File: src/rtl/disp_scan_mux.sv
// Time-multiplexed 7-segment scanner: one-hot digit rotation with blanking,
// frame-coherent shadow latching, hex decode and leading-zero suppression.
`timescale 1ns/1ps
module disp_scan_mux #(
  parameter int NUM_DIGITS       = 4,
  parameter int CLK_FREQ_HZ      = 27_000_000,
  parameter int SCAN_HZ          = 1000,
  parameter int BLANK_CYCLES     = 2700,
  parameter int ANODE_ACTIVE_LOW = 0,
  parameter int SEG_ACTIVE_LOW   = 0
) (
  input  logic                          clk,
  input  logic                          rst_n,
  input  logic                          en,
  input  logic [4*NUM_DIGITS-1:0]       digits,
  input  logic [NUM_DIGITS-1:0]         dp_in,
  input  logic                          lz_en,
  output logic [NUM_DIGITS-1:0]         an,
  output logic [6:0]                    seg,
  output logic                          dp,
  output logic [$clog2(NUM_DIGITS)-1:0] digit_idx,
  output logic                          frame_tick
);

  localparam int T     = CLK_FREQ_HZ / SCAN_HZ;
  localparam int CNT_W = $clog2(T);
  localparam int IDX_W = $clog2(NUM_DIGITS);

  localparam logic [CNT_W-1:0]      CNT_LAST  = CNT_W'(T - 1);
  localparam logic [CNT_W-1:0]      CNT_BLANK = CNT_W'(BLANK_CYCLES);
  localparam logic [IDX_W-1:0]      IDX_LAST  = IDX_W'(NUM_DIGITS - 1);
  localparam logic [NUM_DIGITS-1:0] AN_OFF    = (ANODE_ACTIVE_LOW != 0) ? '1 : '0;
  localparam logic [6:0]            SEG_OFF   = (SEG_ACTIVE_LOW != 0) ? 7'h7F : 7'h00;
  localparam logic                  DP_OFF    = (SEG_ACTIVE_LOW != 0);

  typedef enum logic {IDLE, SCAN} state_t;

  state_t                  state;
  logic [CNT_W-1:0]        cnt;
  logic [IDX_W-1:0]        idx;
  logic [4*NUM_DIGITS-1:0] shadow_digits;
  logic [NUM_DIGITS-1:0]   shadow_dp;
  logic                    shadow_lz;

  logic [3:0]              nibble;
  logic [NUM_DIGITS:0]     zero_from;
  logic                    suppress;
  logic [NUM_DIGITS-1:0]   onehot;

  function automatic logic [6:0] decode(input logic [3:0] n);
    case (n)
      4'h0: decode = 7'h3F;  4'h1: decode = 7'h06;
      4'h2: decode = 7'h5B;  4'h3: decode = 7'h4F;
      4'h4: decode = 7'h66;  4'h5: decode = 7'h6D;
      4'h6: decode = 7'h7D;  4'h7: decode = 7'h07;
      4'h8: decode = 7'h7F;  4'h9: decode = 7'h6F;
      4'hA: decode = 7'h77;  4'hB: decode = 7'h7C;
      4'hC: decode = 7'h39;  4'hD: decode = 7'h5E;
      4'hE: decode = 7'h79;  default: decode = 7'h71;
    endcase
  endfunction

  // zero_from[i] is set when nibbles i..MSD of the latched frame are all zero.
  always_comb begin
    zero_from             = '0;
    zero_from[NUM_DIGITS] = 1'b1;
    for (int i = NUM_DIGITS - 1; i >= 0; i--)
      zero_from[i] = zero_from[i+1] && (shadow_digits[4*i +: 4] == 4'h0);
    nibble   = shadow_digits[4*int'(idx) +: 4];
    suppress = shadow_lz && (idx != '0) && zero_from[idx];
    onehot   = NUM_DIGITS'(1) << idx;
  end

  // Outputs are computed from the pre-edge (state, cnt, idx), giving one cycle of latency.
  always_ff @(posedge clk or negedge rst_n) begin
    if (!rst_n) begin
      state         <= IDLE;
      cnt           <= '0;
      idx           <= '0;
      shadow_digits <= '0;
      shadow_dp     <= '0;
      shadow_lz     <= 1'b0;
      an            <= AN_OFF;
      seg           <= SEG_OFF;
      dp            <= DP_OFF;
      digit_idx     <= '0;
      frame_tick    <= 1'b0;
    end else begin
      frame_tick <= 1'b0;
      digit_idx  <= idx;
      if (state == SCAN && cnt >= CNT_BLANK) begin
        an  <= onehot ^ AN_OFF;
        seg <= (suppress ? 7'h00 : decode(nibble)) ^ SEG_OFF;
        dp  <= shadow_dp[idx] ^ DP_OFF;
      end else begin
        an  <= AN_OFF;
        seg <= SEG_OFF;
        dp  <= DP_OFF;
      end

      if (!en) begin
        state <= IDLE;
        cnt   <= '0;
        idx   <= '0;
      end else begin
        case (state)
          IDLE: begin
            state         <= SCAN;
            cnt           <= '0;
            idx           <= '0;
            shadow_digits <= digits;
            shadow_dp     <= dp_in;
            shadow_lz     <= lz_en;
          end
          default: begin
            if (cnt == CNT_LAST) begin
              cnt <= '0;
              if (idx == IDX_LAST) begin
                // Frame boundary: the only point where live inputs reach the display.
                idx           <= '0;
                shadow_digits <= digits;
                shadow_dp     <= dp_in;
                shadow_lz     <= lz_en;
                frame_tick    <= 1'b1;
              end else begin
                idx <= idx + 1'b1;
              end
            end else begin
              cnt <= cnt + 1'b1;
            end
          end
        endcase
      end
    end
  end

endmodule

File: config.mk
export PLATFORM = sky130hd
export DESIGN_NAME = disp_scan_mux
export DESIGN_NICKNAME = d
export VERILOG_FILES = /design/src/rtl/disp_scan_mux.sv
export SDC_FILE = /design/constraint.sdc
export NUM_CORES = 1
export LEC_CHECK = 0
export ABC_AREA = 0
export CAP_MARGIN = 20
export CORE_UTILIZATION = 34
export DETAILED_ROUTE_END_ITERATION = 8
export PLACE_DENSITY_LB_ADDON = 0.08
export SLEW_MARGIN = 20
export SYNTH_ARGS = -nofsm -noshare
export SYNTH_HDL_FRONTEND = slang
export SYNTH_SLANG_ARGS = --single-unit
File: constraint.sdc
create_clock -name clk -period 2.65 [get_ports clk]
set_clock_uncertainty 0.2 [all_clocks]
set_input_delay 0.53 -clock clk [delete_from_list [all_inputs] [get_ports clk]]
set_output_delay 0.53 -clock clk [all_outputs]
set_load 0.05 [all_outputs]
Word level (Yosys, flattened, before mapping)
Memories as Yosys holds them, arrays and structs flattened.
Cells that the tools add are included.

word-level totals
  register bits = 54
  ROM bits = 112
  bits of input ports = 24
  output and inout bits = 15
  word-level logic and storage cells = 65
  memories = 1

cells by class
  add/subtract/negate cells = 2
  magnitude comparators = 3
  eq/ne operators = 5
  shift-type cells = 2
  muxes and demuxes = 29
  reductions and logical operators = 12

memory list
  name             depth  width  rd ports  clocked after memory_dff  write ports  RTL line  text
  (no name shown)  16     7      1         0                         0            51        case (n)

operators by type and width
  cell                   count
  $mux 16                3
  $mux 15                3
  $logic_not 4->1        4
  $mux 4                 4
  $shiftx 16x5->4        1
  $add 15x1->15 const B  1
  $eq 15x15->1 const B   1
  $ge 15x12->1 const B   1
  $mux 7                 2
  $mux 1                 11
  $mux 2                 4
  $logic_and 1x1->1      6
  $bmux 1 s2             2
  $lt 2x4->1 const B     1
  $ne 2x1->1 const B     2
  $shl 1x2->4 const A    1
  $lt 2x3->1 const B     1
  $ne 3x2->1 const B     1
  $reduce_and 3->1       1
  $add 2x1->2 const B    1
  $eq 2x2->1 const B     1
  $reduce_bool 2->1      1

Logic depth before layout (Yosys ltp)
Gate-level depths: netlist of run 1.

  word-level depth = 9
  gate-level depth with buffers = 8
  depth with buffers taken out = 7

Worst setup path before layout of run 1
No wires, ideal clock.

  kind = register to register
  from = reg cnt[10]
  to = reg shadow_digits[0]
  setup time = 0.125 ns
  data arrival time = 2.022 ns
  data required time = 2.325 ns
  setup slack = 0.303 ns
  cell stages (with the launch flop) = 8
  path buffers = 2
  clock period less this slack = 2.347 ns
  cell sequence = dfrtp_1 > buf_6 > or4b_4 > nor4_4 > nand2_1 > a21bo_2 > buf_6 > mux2_4

on the way
  longest elaborated chain between the ends = 3

ends and longest elaborated chain
  element                     RTL line  text
  from (decl)                 39        logic [CNT_W-1:0] cnt;
  from (signal assigned)      129       cnt <= cnt + 1'b1;
  $eq 15x15->1                116       if (cnt == CNT_LAST) begin
  $ne 2x1->1 (no line)        --
  $reduce_and 3->1 (no line)  --
  to (signal assigned)        111       shadow_digits <= digits;
  to (signal assigned)        121       shadow_digits <= digits;
  to (decl)                   41        logic [4*NUM_DIGITS-1:0] shadow_digits;

Every way passes these cells.
A chain may end at the register's enable or synchronous reset.

Final worst setup path of run 1
  from = reg cnt[9]
  to = reg shadow_digits[15]

The elaborated chain is that of the path after synthesis.

==> metrics.md, run 1 <==
| Metric | Value |
|---|---|
| Max-slew headroom | 0.5159 |
| Leakage power | 1.507 nW |
| Ys Warns | 0 |
| Placed cell areas | 3343 sq um |
| RSZ-0062 raised after global routing | false |
| Num CTS Buffers | 5 |
| Register Area | 1351 sq um |
| Post-synthesis sequential area ratio | 0.4811 |
| Syn_nets | 277 |
| Max Fclk | 0.4169 GHz |
| Leading area contributor after synthesis | dfrtp_1 |
| Hold crit path type | flip-flop to flip-flop |
| H-tree Lvls | 2 |
| Slowest Stage Delay on Critical Path | 0.55 ns |
| Drt pass-1 iters | 4 |
| Drt initial violations | 98 |
| Most frequent cell after synthesis | dfrtp_1 |
| Clock latency on the worst-skew pair | 0.31 ns |
| Layout Area Growth over Synthesis | 22.76% |
| Initial Util | 0.3579 |
| Post-CTS setup buffer count | 0 |
| Final nets | 326 |
| Minimum clock period | 2.398 ns |
| Clk buf depth | 2 |
| CP max FO | 21 |
| Crit path kind | flip-flop to flip-flop |
| Total wire length | 5.504 mm |
| Post-route clock period utilization | 0.9051 |
| # IOs | 39 |
| Diodes inserted | 0 |
| Total power per unit cell area | 484.6 nW/um^2 |
| Crit path required time | 2.65 ns |
| Total grt overflow | 0 |
| Most frequent cells after synthesis | dfrtp_1, nor2_1, mux2_4 |
| Setup violators final | 0 |
| Ys flop type | dfrtp_1 |
| Area of the multi-input gates | 1350 sq um |
| Worst Setup Start Kind | flip-flop |
| ANT nets after route | 0 |
| Final estimated routing congestion in global placement | 0.8203 |
| CTS tree | built |
| Share of cells above drive strength 1 | 0.1856 |
| Via total after detailed routing | 1888 |
| Ys async rst share | 1.000 |
| Mean routed wirelength per cell | 14.01 microns |
| I/O Buffers | 38 |
| EDFF count, synth | 0 |
| Slew Limit Fails | 0 |
| Ranking of synthesized cells by area | dfrtp_1, mux2_4, ha_1 |
| DRC violations left | 0 |
| Largest net degree at the start of global routing | 23 |
| Cells after Synth | 241 |
| Final Instance Area | 3448 sq um |
| Dpl hpwl | 4.154 mm |
| Placement Rows | 32 |
| Post-CTS Resized | 0 |
| Slowest stage cell, crit path | or4b_4 |
| Crit end category | flip-flop |
| Die Width | 92.90 microns |
| Vias in the first global route | 1821 |
| TNS Setup | 0 ns |
| GRT Total Usage | 0.1412 |
| VDD IR max | 0.2093 mV |
| Initial antenna violation count | 0 |
| Crit path DAT | 2.40 ns |
| Cell Area, Synth | 2809 sq um |
| Global-route wire length before repair | 9.466 mm |
| Synth cell types | 43 |
| Die height | 92.90 microns |
| Fillers | 778 |
| Max_cap viols | 0 |
| DR vias/cell | 4.804 |
| CP Cell Sequence | or4b_4 > nor4_4 > nand2_1 > a21bo_2 > mux2_4 |
| CTS Root Cell | clkbuf_8 |
| Worst Max-Slew Pin Slew | 0.7261 ns |
| Clk sinks | 54 |
| Status | finished, final reports clean |
| Final hold vios | 0 |
| Synth top area share | 0.4811 |
| Placeable Area | 7848 sq um |
| Die area | 8629 sq um |
| Avg Synthesized Cell Area | 11.66 sq um |
| FF+latch count, synth | 54 |
| Clock slew at the register clock pins of the worst setup and hold paths | 0.10 ns |
layout make-up:
class | instances | area share
repair buffers | 51 | 0.1379
well taps | 102 | 0.03701
multi-input cells | 165 | 0.3915
clock buffers | 6 | 0.02395
flip-flops and latches | 54 | 0.3919
clock inverters | 2 | 0.003628
inverters | 13 | 0.01415
metal layers:
| metal | GRT usage | part of all wire | vias to the layer above |
|---|---|---|---|
| met2 | 0.1955 | 0.41 | 62 |
| met5 | 0 | 0 | - |
| met4 | 0.03846 | 0.012 | 0 |
| met3 | 0.03284 | 0.056 | 5 |
| li1 | - | - | 941 |
| met1 | 0.2168 | 0.52 | 880 |
repair_timing:
| action | CTS | global route |
|---|---|---|
| endpoints found under the setup margin | 0 | 0 |
| endpoints found under the hold margin | 20 | 0 |
| hold buffers | 1 | 0 |
kinds of logic after synthesis:
| family | synth area share |
|---|---|
| buf+inv | 0.03831 |
| xor+xnor | 0.03430 |
| fa+ha+maj | 0.05345 |
| compound gates | 0.05702 |
| simple gates | 0.1630 |
| mux | 0.1728 |
| flops | 0.4811 |
report_power, final:
part / switching, W / total, W / leakage, nW / internal [W]
sequential: 0.0000499 / 0.000923 / 0.704 / 0.000873
combinational: 0.000113 / 0.000274 / 0.756 / 0.000161
clock: 0.000264 / 0.000475 / 0.0472 / 0.000211
cell usage in the layout (no fill, tap or decap), types with 2 or more instances in the layout:
master | netlist | final
clkbuf_8 | 0 | 6
xnor2_1 | 4 | 4
o21ai_0 | 7 | 7
mux2_4 | 20 | 20
a211oi_1 | 2 | 2
and3_1 | 4 | 4
nor2_1 | 27 | 27
nor3_1 | 6 | 6
nand2_1 | 12 | 12
mux4_2 | 4 | 4
xor2_1 | 7 | 7
nand4b_1 | 4 | 4
nand4_1 | 5 | 5
inv_1 | 13 | 13
clkdlybuf4s50_1 | 0 | 37
a21oi_1 | 6 | 6
nand2b_1 | 2 | 2
nor4_1 | 4 | 4
a2111oi_0 | 2 | 2
mux2_2 | 4 | 4
buf_4 | 0 | 12
dfrtp_1 | 54 | 54
mux2i_1 | 5 | 5
and2_1 | 3 | 3
or3_1 | 4 | 4
ha_1 | 12 | 12
nor2b_1 | 3 | 3
nand3_1 | 3 | 3
state kept, by name, indices dropped and copies added (netlist names):
name           cells
an                 4
idx                2
state              1
shadow_digits     16
frame_tick         1
shadow_lz          1
cnt               15
shadow_dp          4
digit_idx          2
seg                7
dp                 1
worst max-delay path: cells and delay by family (launching register included):
kind | cells | cell delay [ns]
and+or+nand+nor | 3 | 0.80
DFF | 1 | 0.45
AOI/OAI and AO/OA | 1 | 0.45
muxes | 1 | 0.38
worst paths after layout:
path	start	to	slack, ns	cells after the start
max	cnt[9]	shadow_digits[15]	0.25	5
min	shadow_dp[1]	shadow_dp[1]	0.32	1
max reg2reg	cnt[9]	shadow_digits[15]	0.25	5
min reg2reg	shadow_dp[1]	shadow_dp[1]	0.32	1
max in group asynchronous	rst_n	seg[2]	1.10	3
min in group asynchronous	rst_n	cnt[12]	0.51	2
metrics by stage:
stage          instances  hold slack, ns  worst slack [ns]  utilization  power, W
2_1_floorplan        241         0.03441            0.3026            -  0.001113
3_3_place_gp         384          0.2949            0.2106       0.4260  0.001212
3_5_place_dp         384          0.2979            0.1627       0.4260  0.001216
4_1_cts              393          0.3209            0.2338       0.4394  0.001706
5_1_grt              393          0.3372            0.1024       0.4394  0.001767
6_report             393          0.3194            0.2515       0.4394  0.001671
(Power assumes the default switching activity.)
==> inputs of run 2 (changes only) <==
--- a/config.mk
+++ b/config.mk
@@ -8,6 +8,7 @@
 export ABC_AREA = 0
 export CAP_MARGIN = 20
 export CORE_UTILIZATION = 34
+export CTS_CLUSTER_DIAMETER = 40
 export DETAILED_ROUTE_END_ITERATION = 8
 export PLACE_DENSITY_LB_ADDON = 0.08
 export SLEW_MARGIN = 20
==> results of run 2 <==
No change in the layout: final DEF, timing and power equal those of run 1.
